<file path="config.mk">
export PLATFORM = sky130hd
export DESIGN_NAME = ingress_cmd_parser
export DESIGN_NICKNAME = d
export VERILOG_FILES = /design/src/rtl/ingress_cmd_parser.sv
export SDC_FILE = /design/constraint.sdc
export NUM_CORES = 1
export LEC_CHECK = 0
export BUFFER_PORTS_ARGS = -buffer_cell sky130_fd_sc_hd__clkbuf_2
export CAP_MARGIN = 20
export CORE_ASPECT_RATIO = 1.1
export CORE_UTILIZATION = 55
export DETAILED_ROUTE_END_ITERATION = 8
export PLACE_DENSITY_LB_ADDON = 0.08
export SLEW_MARGIN = 20
export SYNTH_ARGS = -nofsm -noshare
export SYNTH_HDL_FRONTEND = slang
export SYNTH_SLANG_ARGS = --single-unit
</file>
<file path="constraint.sdc">
create_clock -name clk -period 6.9 [get_ports clk]
set_clock_uncertainty 0.1 [all_clocks]
set_input_delay 1.38 -clock clk [delete_from_list [all_inputs] [get_ports clk]]
set_output_delay 1.38 -clock clk [all_outputs]
set_load 0.05 [all_outputs]
</file>
<file path="src/rtl/ingress_cmd_parser.sv">
// ingress_cmd_parser: claims ping-pong FIFO sides (i_in_*/o_in_*), parses sync/count/address headers into latched command fields with a o_command_rdy_stb handshake on i_master_ready, streams write payload on o_wdata*, reports o_sync_err_count/o_busy
module ingress_cmd_parser #(
  parameter logic [7:0] SYNC_BYTE     = 8'hCD,
  parameter logic [7:0] WRITE_COMMAND = 8'h01
) (
  input  logic        clk,
  input  logic        rst,
  input  logic [1:0]  i_in_ready,
  output logic [1:0]  o_in_activate,
  input  logic [23:0] i_in_size,
  input  logic [31:0] i_in_data,
  output logic        o_in_stb,
  input  logic        i_master_ready,
  output logic [7:0]  o_command,
  output logic [7:0]  o_flag,
  output logic [31:0] o_rw_count,
  output logic [31:0] o_address,
  output logic        o_command_rdy_stb,
  output logic [31:0] o_wdata,
  output logic        o_wdata_stb,
  input  logic        i_wdata_ready,
  output logic [7:0]  o_sync_err_count,
  output logic        o_busy
);
  typedef enum logic [2:0] {SYNC, CNT, ADDR, ISSUE, PAYLOAD} state_t;
  state_t state, state_nx;
  logic [23:0] word_cnt;
  logic [31:0] pay_cnt;
  logic avail, pop, sync_hit;
  assign avail = |o_in_activate && word_cnt < i_in_size;
  assign sync_hit = i_in_data[31:24] == SYNC_BYTE;
  always_ff @(posedge clk) state <= !rst ? SYNC : state_nx;
  always_comb begin
    state_nx = state;
    case (state)
      SYNC:    state_nx = pop && sync_hit ? CNT : SYNC;
      CNT:     state_nx = pop ? ADDR : CNT;
      ADDR:    state_nx = pop ? ISSUE : ADDR;
      ISSUE:   state_nx = !i_master_ready ? ISSUE : o_command == WRITE_COMMAND && o_rw_count != 32'd0 ? PAYLOAD : SYNC;
      PAYLOAD: state_nx = pop && pay_cnt + 32'd1 == o_rw_count ? SYNC : PAYLOAD;
      default: state_nx = SYNC;
    endcase
  end
  always_comb begin
    o_busy = state != SYNC;
    pop = rst && avail && state != ISSUE && (state != PAYLOAD || i_wdata_ready);
    o_in_stb = pop;
  end
  always_ff @(posedge clk) begin
    if (!rst) begin
      o_in_activate <= '0;
      word_cnt <= '0;
      pay_cnt <= '0;
      o_command <= '0;
      o_flag <= '0;
      o_rw_count <= '0;
      o_address <= '0;
      o_command_rdy_stb <= 1'b0;
      o_wdata <= '0;
      o_wdata_stb <= 1'b0;
      o_sync_err_count <= '0;
    end else begin
      if (o_in_activate == 2'b00 && i_in_ready != 2'b00) begin
        o_in_activate <= i_in_ready[0] ? 2'b01 : 2'b10;
        word_cnt <= '0;
      end else if (pop) word_cnt <= word_cnt + 24'd1;
      else if (|o_in_activate && !avail) o_in_activate <= '0;
      o_command_rdy_stb <= state == ISSUE && i_master_ready;
      o_wdata_stb <= pop && state == PAYLOAD;
      if (pop && state == PAYLOAD) o_wdata <= i_in_data;
      pay_cnt <= state == ISSUE ? 32'd0 : pop && state == PAYLOAD ? pay_cnt + 32'd1 : pay_cnt;
      if (pop && state == SYNC && sync_hit) begin
        o_flag <= i_in_data[23:16];
        o_command <= i_in_data[7:0];
      end
      if (pop && state == SYNC && !sync_hit && o_sync_err_count != 8'hFF) o_sync_err_count <= o_sync_err_count + 8'd1;
      if (pop && state == CNT) o_rw_count <= i_in_data;
      if (pop && state == ADDR) o_address <= i_in_data;
    end
  end
endmodule

</file>
# Word-level counts from Yosys, hierarchy flattened

Index checks and enable logic that the tools add are counted.

Register bits: 183
Input bits: 62
Word-level logic and storage cells: 69

Add/subtract/negate cells: 3
$lt $le $gt $ge: 1
Eq/ne operators: 11
Mux-type cells: 11
Bitwise gates (word level): 1
Reductions and logical operators: 30

Operator list:

| operator                                      | number |
|---|---|
| adder 32 x 1 -> 32 bit, second input constant | 1 |
| == test 32 bit                                | 1 |
| nonzero test 32 bit                           | 1 |
| adder 24 x 1 -> 24 bit, second input constant | 1 |
| less-than comparator 24 bit                   | 1 |
| logical AND 1 bit                             | 17 |
| case mux 3 bit (5 select lines)               | 1 |
| two-way mux 2 bit                             | 5 |
| two-way mux 3 bit                             | 3 |
| adder 8 x 1 -> 8 bit, second input constant   | 1 |
| == test 8 x 1 -> 1 bit, second input constant | 1 |
| == test 8 bit, second input constant          | 1 |
| != test 8 bit, second input constant          | 1 |
| == test 3 x 2 -> 1 bit, second input constant | 2 |
| OR reduction 2 bit                            | 3 |
| nonzero test 2 bit                            | 2 |
| == test 3 x 1 -> 1 bit, second input constant | 1 |
| == test 3 bit, second input constant          | 1 |
| zero test 3 bit                               | 1 |
| != test 3 x 2 -> 1 bit, second input constant | 1 |
| != test 3 bit, second input constant          | 1 |
| nonzero test 3 bit                            | 1 |
| zero test 1 bit                               | 2 |
| zero test 2 bit                               | 1 |
| other kinds (5)                               | 6 |

# Logic depth before layout (Yosys ltp)

Depth after elaboration: 8
Gate-level depth with buffers: 12
Depth with buffers taken out: 11

# Worst setup path after synthesis

No wires, ideal clock.

Path kind: input to output
From: input i_in_size[22]
To: output o_in_stb
Data arrival time: 3376 ps
Slack: 2044 ps
Stages: 9
Buffers on the path: 1
Cells stage by stage: inv_1 -> ha_1 -> a21oi_1 -> nand2_1 -> a211o_1 -> a2111oi_2 -> nand2_1 -> inv_1 -> buf_2

Word-level cells in the longest chain between the ends: 5

Ends and longest elaborated chain:

| what                            | line | source |
|---|---|---|
| start, declared                 | 10   | `input logic [23:0] i_in_size,` |
| less-than comparator 24 bit     | 30   | `assign avail = \|o_in_activate && word_cnt < i_in_size;` |
| logical AND 1 bit               | 30   |  |
| logical AND 1 bit (3 in series) | 46   | `pop = rst && avail && state != ISSUE && (state != PAYLOAD \|\| i_wdata_ready);` |
| end, declared                   | 12   | `output logic o_in_stb,` |

Every way passes these cells.

# Worst setup path after layout

Same ends and word-level chain as after synthesis.

==> impl_metrics.toml <==
[run_status]
status = "finished clean"

[global_route]
grt_pass1_wl_mm = 37.6
grt_max_degree = 77
grt_overflow = 0
grt_use_total = 0.276
antenna_found_initial = 0
grt_pass1_vias = 7416

[synthesis]
synth.area.top_cells = "dfxtp_1 40%, nand2_1 7.0%, mux2i_1 5.6%"
synthCells = 1075
synth.area.mux_share = 0.0568
synth_edf_count = 0
synth_xor_xnor_area_share = 0.0849
synth_compound_area_frac = 0.117
synth-simple-area-share = 0.262
synth_flop_cell = "dfxtp_1"
synthDistinctLibCells = 60
async_flop_share = 0
yosys_register_bits = 183
netlist.area_leader.share = 0.399
yosysSeqAreaShare = 0.399
synthesis.nets = 1163
avgSynthCellArea_um2 = 8.54
ys_top_cells_by_count = "183 x dfxtp_1, 171 x nand2_1, 69 x nor2_1"
synth_top_family_by_area = "simple AND/OR/NAND/NOR gates"
ys_warn_count = 0
synth_most_common_cell = "dfxtp_1"
syn_area_um2 = 9180
synth-adder-area-share = 0.0354
synth_top_area_cell = "dfxtp_1"

[placed_design]
placed_cell_area_um2 = 10200
dp_slack_ps = 1740
port_buffers = 187
hpwlAfterDp_mm = 16.8
gp_congestion = 0.891
placed_cells = 1419

[final_layout]
drive_gt1_frac = 0.198
diodes = 0
stdcell_count = 1451
fin_nets = 1322
postLayoutCellArea_um2 = 10800
syn2layout_area_growth_pct = 18.1

[timing]
period_minus_slack_ps = 5150
period_share = 0.746
slew_headroom = 0.431
max_freq_mhz = 194
tns_ps = 0
worst_pin_slew_ps = 851
rsz0062_at_grt = "no"
finalHoldViolCount = 0
drv_slew = 0
setup_ws_ps = 1750
finalSetupViolCount = 0

[critical_path]
cp_max_fo = 7
end_kind = "output pin"
worstPathRequired_ps = 5420
r2r_start = "word_cnt[22]"
reg2reg_to = "pay_cnt[27]"
rr_worst_depth = 11
crit_path_start_kind = "input pin"
ff2ff_setup_slack_ps = 3400
cp.arrival_ps = 3670
path_class = "input pin to output pin"

[routing]
drc = 0
firstDrtPassIters = 6
drtIter0Drc = 480
vias = 8045
via_per_inst = 5.54
finalWirelength_mm = 23.7
avgRoutedWirePerCell_um = 16.3
final_antenna_net_count = 0

[run]
max_cap_violations = 0

[hold_path]
hold_depth = 2
min-delay-start = "o_address[1]"
hp-class = "flop to flop"
hold_end = "o_address[1]"

[clock_tree]
cts-root-buf = "clkbuf_16"
cts_hold_buf = 0
clk_latency_ps = 420
post-cts-setup-buffers = 0
cts_buffers = 17
htree_levels = 4
clock-sinks = 183
ctsResizeCount = 0
cts_tree = "done"
clkTransAtPathRegs_ps = 70
clock_path_buffers = 2

[power]
power_frac_seq = 0.487
p_sw_frac = 0.239
p_int_mw = 1.66
ir_drop_v = 0.000162
p_per_area_nw_per_um2 = 201
power_leakage_nw = 4.28
clkPwrFrac = 0.467
combPwrFrac = 0.046
p_sw_uw = 521

[floorplanning]
ioPinCount = 188
dieHeight_um = 138
dieArea_um2 = 17200
core_um2 = 16300
rows = 49
die_w_um = 125
start_util = 0.563
[power by group through the flow]
| stage | clock network [mW] | registers (mW) | logic [mW] |
|---|---|---|---|
| floorplan | 0 | 1.09 | 0.0497 |
| global placement | 0 | 1.08 | 0.100 |
| detailed placement | 0 | 1.08 | 0.101 |
| CTS | 1.04 | 1.06 | 0.101 |
| global route | 1.08 | 1.06 | 0.110 |
| finish | 1.02 | 1.06 | 0.100 |
[area by class of cell]
class,count,area [um2]
fill,1457,5470
timing repair buffer,199,1030
clock buffer,18,439
clock inverter,14,184
sequential,183,3660
multi-input combinational,792,5120
tap,204,255
inverter,41,154
[cell families after synthesis]
| group | Yosys count |
|---|---|
| multiplexers | 52 |
| XOR/XNOR | 89 |
| buffers and inverters | 100 |
| AO/OA/AOI/OAI | 155 |
| adder cells (fa/ha/maj) | 26 |
| AND/OR/NAND/NOR | 470 |
| flip-flops | 183 |
[worst max-delay path, cell delays in order]
cell and delay (ps):
clkbuf_2 70, inv_1 30, ha_1 310, nand4_1 180, nor2_1 80, a211o_1 290
a2111oi_2 520, nand2_1 350, inv_1 160, clkbuf_2 290
[worst max-delay path by stage]
stage / startpoint / depth (start not counted) / endpoint
finish: i_in_size[22] / 10 / o_in_stb
global route: i_in_size[22] / 10 / o_in_stb
CTS: i_in_size[22] / 10 / o_in_stb
detailed placement: i_in_size[22] / 10 / o_in_stb
global placement: i_in_size[22] / 10 / o_in_stb
floorplan: i_in_size[22] / 9 / o_in_stb
[metrics by stage]
stage | hold WS, ps | power (mW) | util
floorplan | 365 | 1.14 | -
global placement | 343 | 1.19 | 0.626
detailed placement | 345 | 1.19 | 0.626
CTS | 356 | 2.20 | 0.665
global route | 381 | 2.25 | 0.665
finish | 355 | 2.18 | 0.665
[layer usage]
layer,track usage,part of all wire,up-vias
li1,-,-,4011
met3,0.0586,0.053,43
met4,0.116,0.027,0
met5,0,0,-
met2,0.472,0.48,222
met1,0.340,0.44,3769
[layout by cell type (no fill, tap or decap), drive strengths merged, types with 23 or more instances in the layout]
cell,instances
nor2b,53
o21ai,23
nand2,172
nand4,33
a21oi,26
xnor2,42
xor2,47
mux2i,51
dfxtp,183
clkbuf,204
nor2,69
inv,46
ha,26
nand3,36
a21boi,65
[registers in the layout, indices dropped and copies added, names as in the netlist]
name and cells:
state 3, o_wdata 32, o_sync_err_count 8, o_command 8, word_cnt 24, pay_cnt 32, o_address 32, o_in_activate 2
o_flag 8, o_command_rdy_stb 1, o_wdata_stb 1, o_rw_count 32
Power figures use the tool's default switching activity.
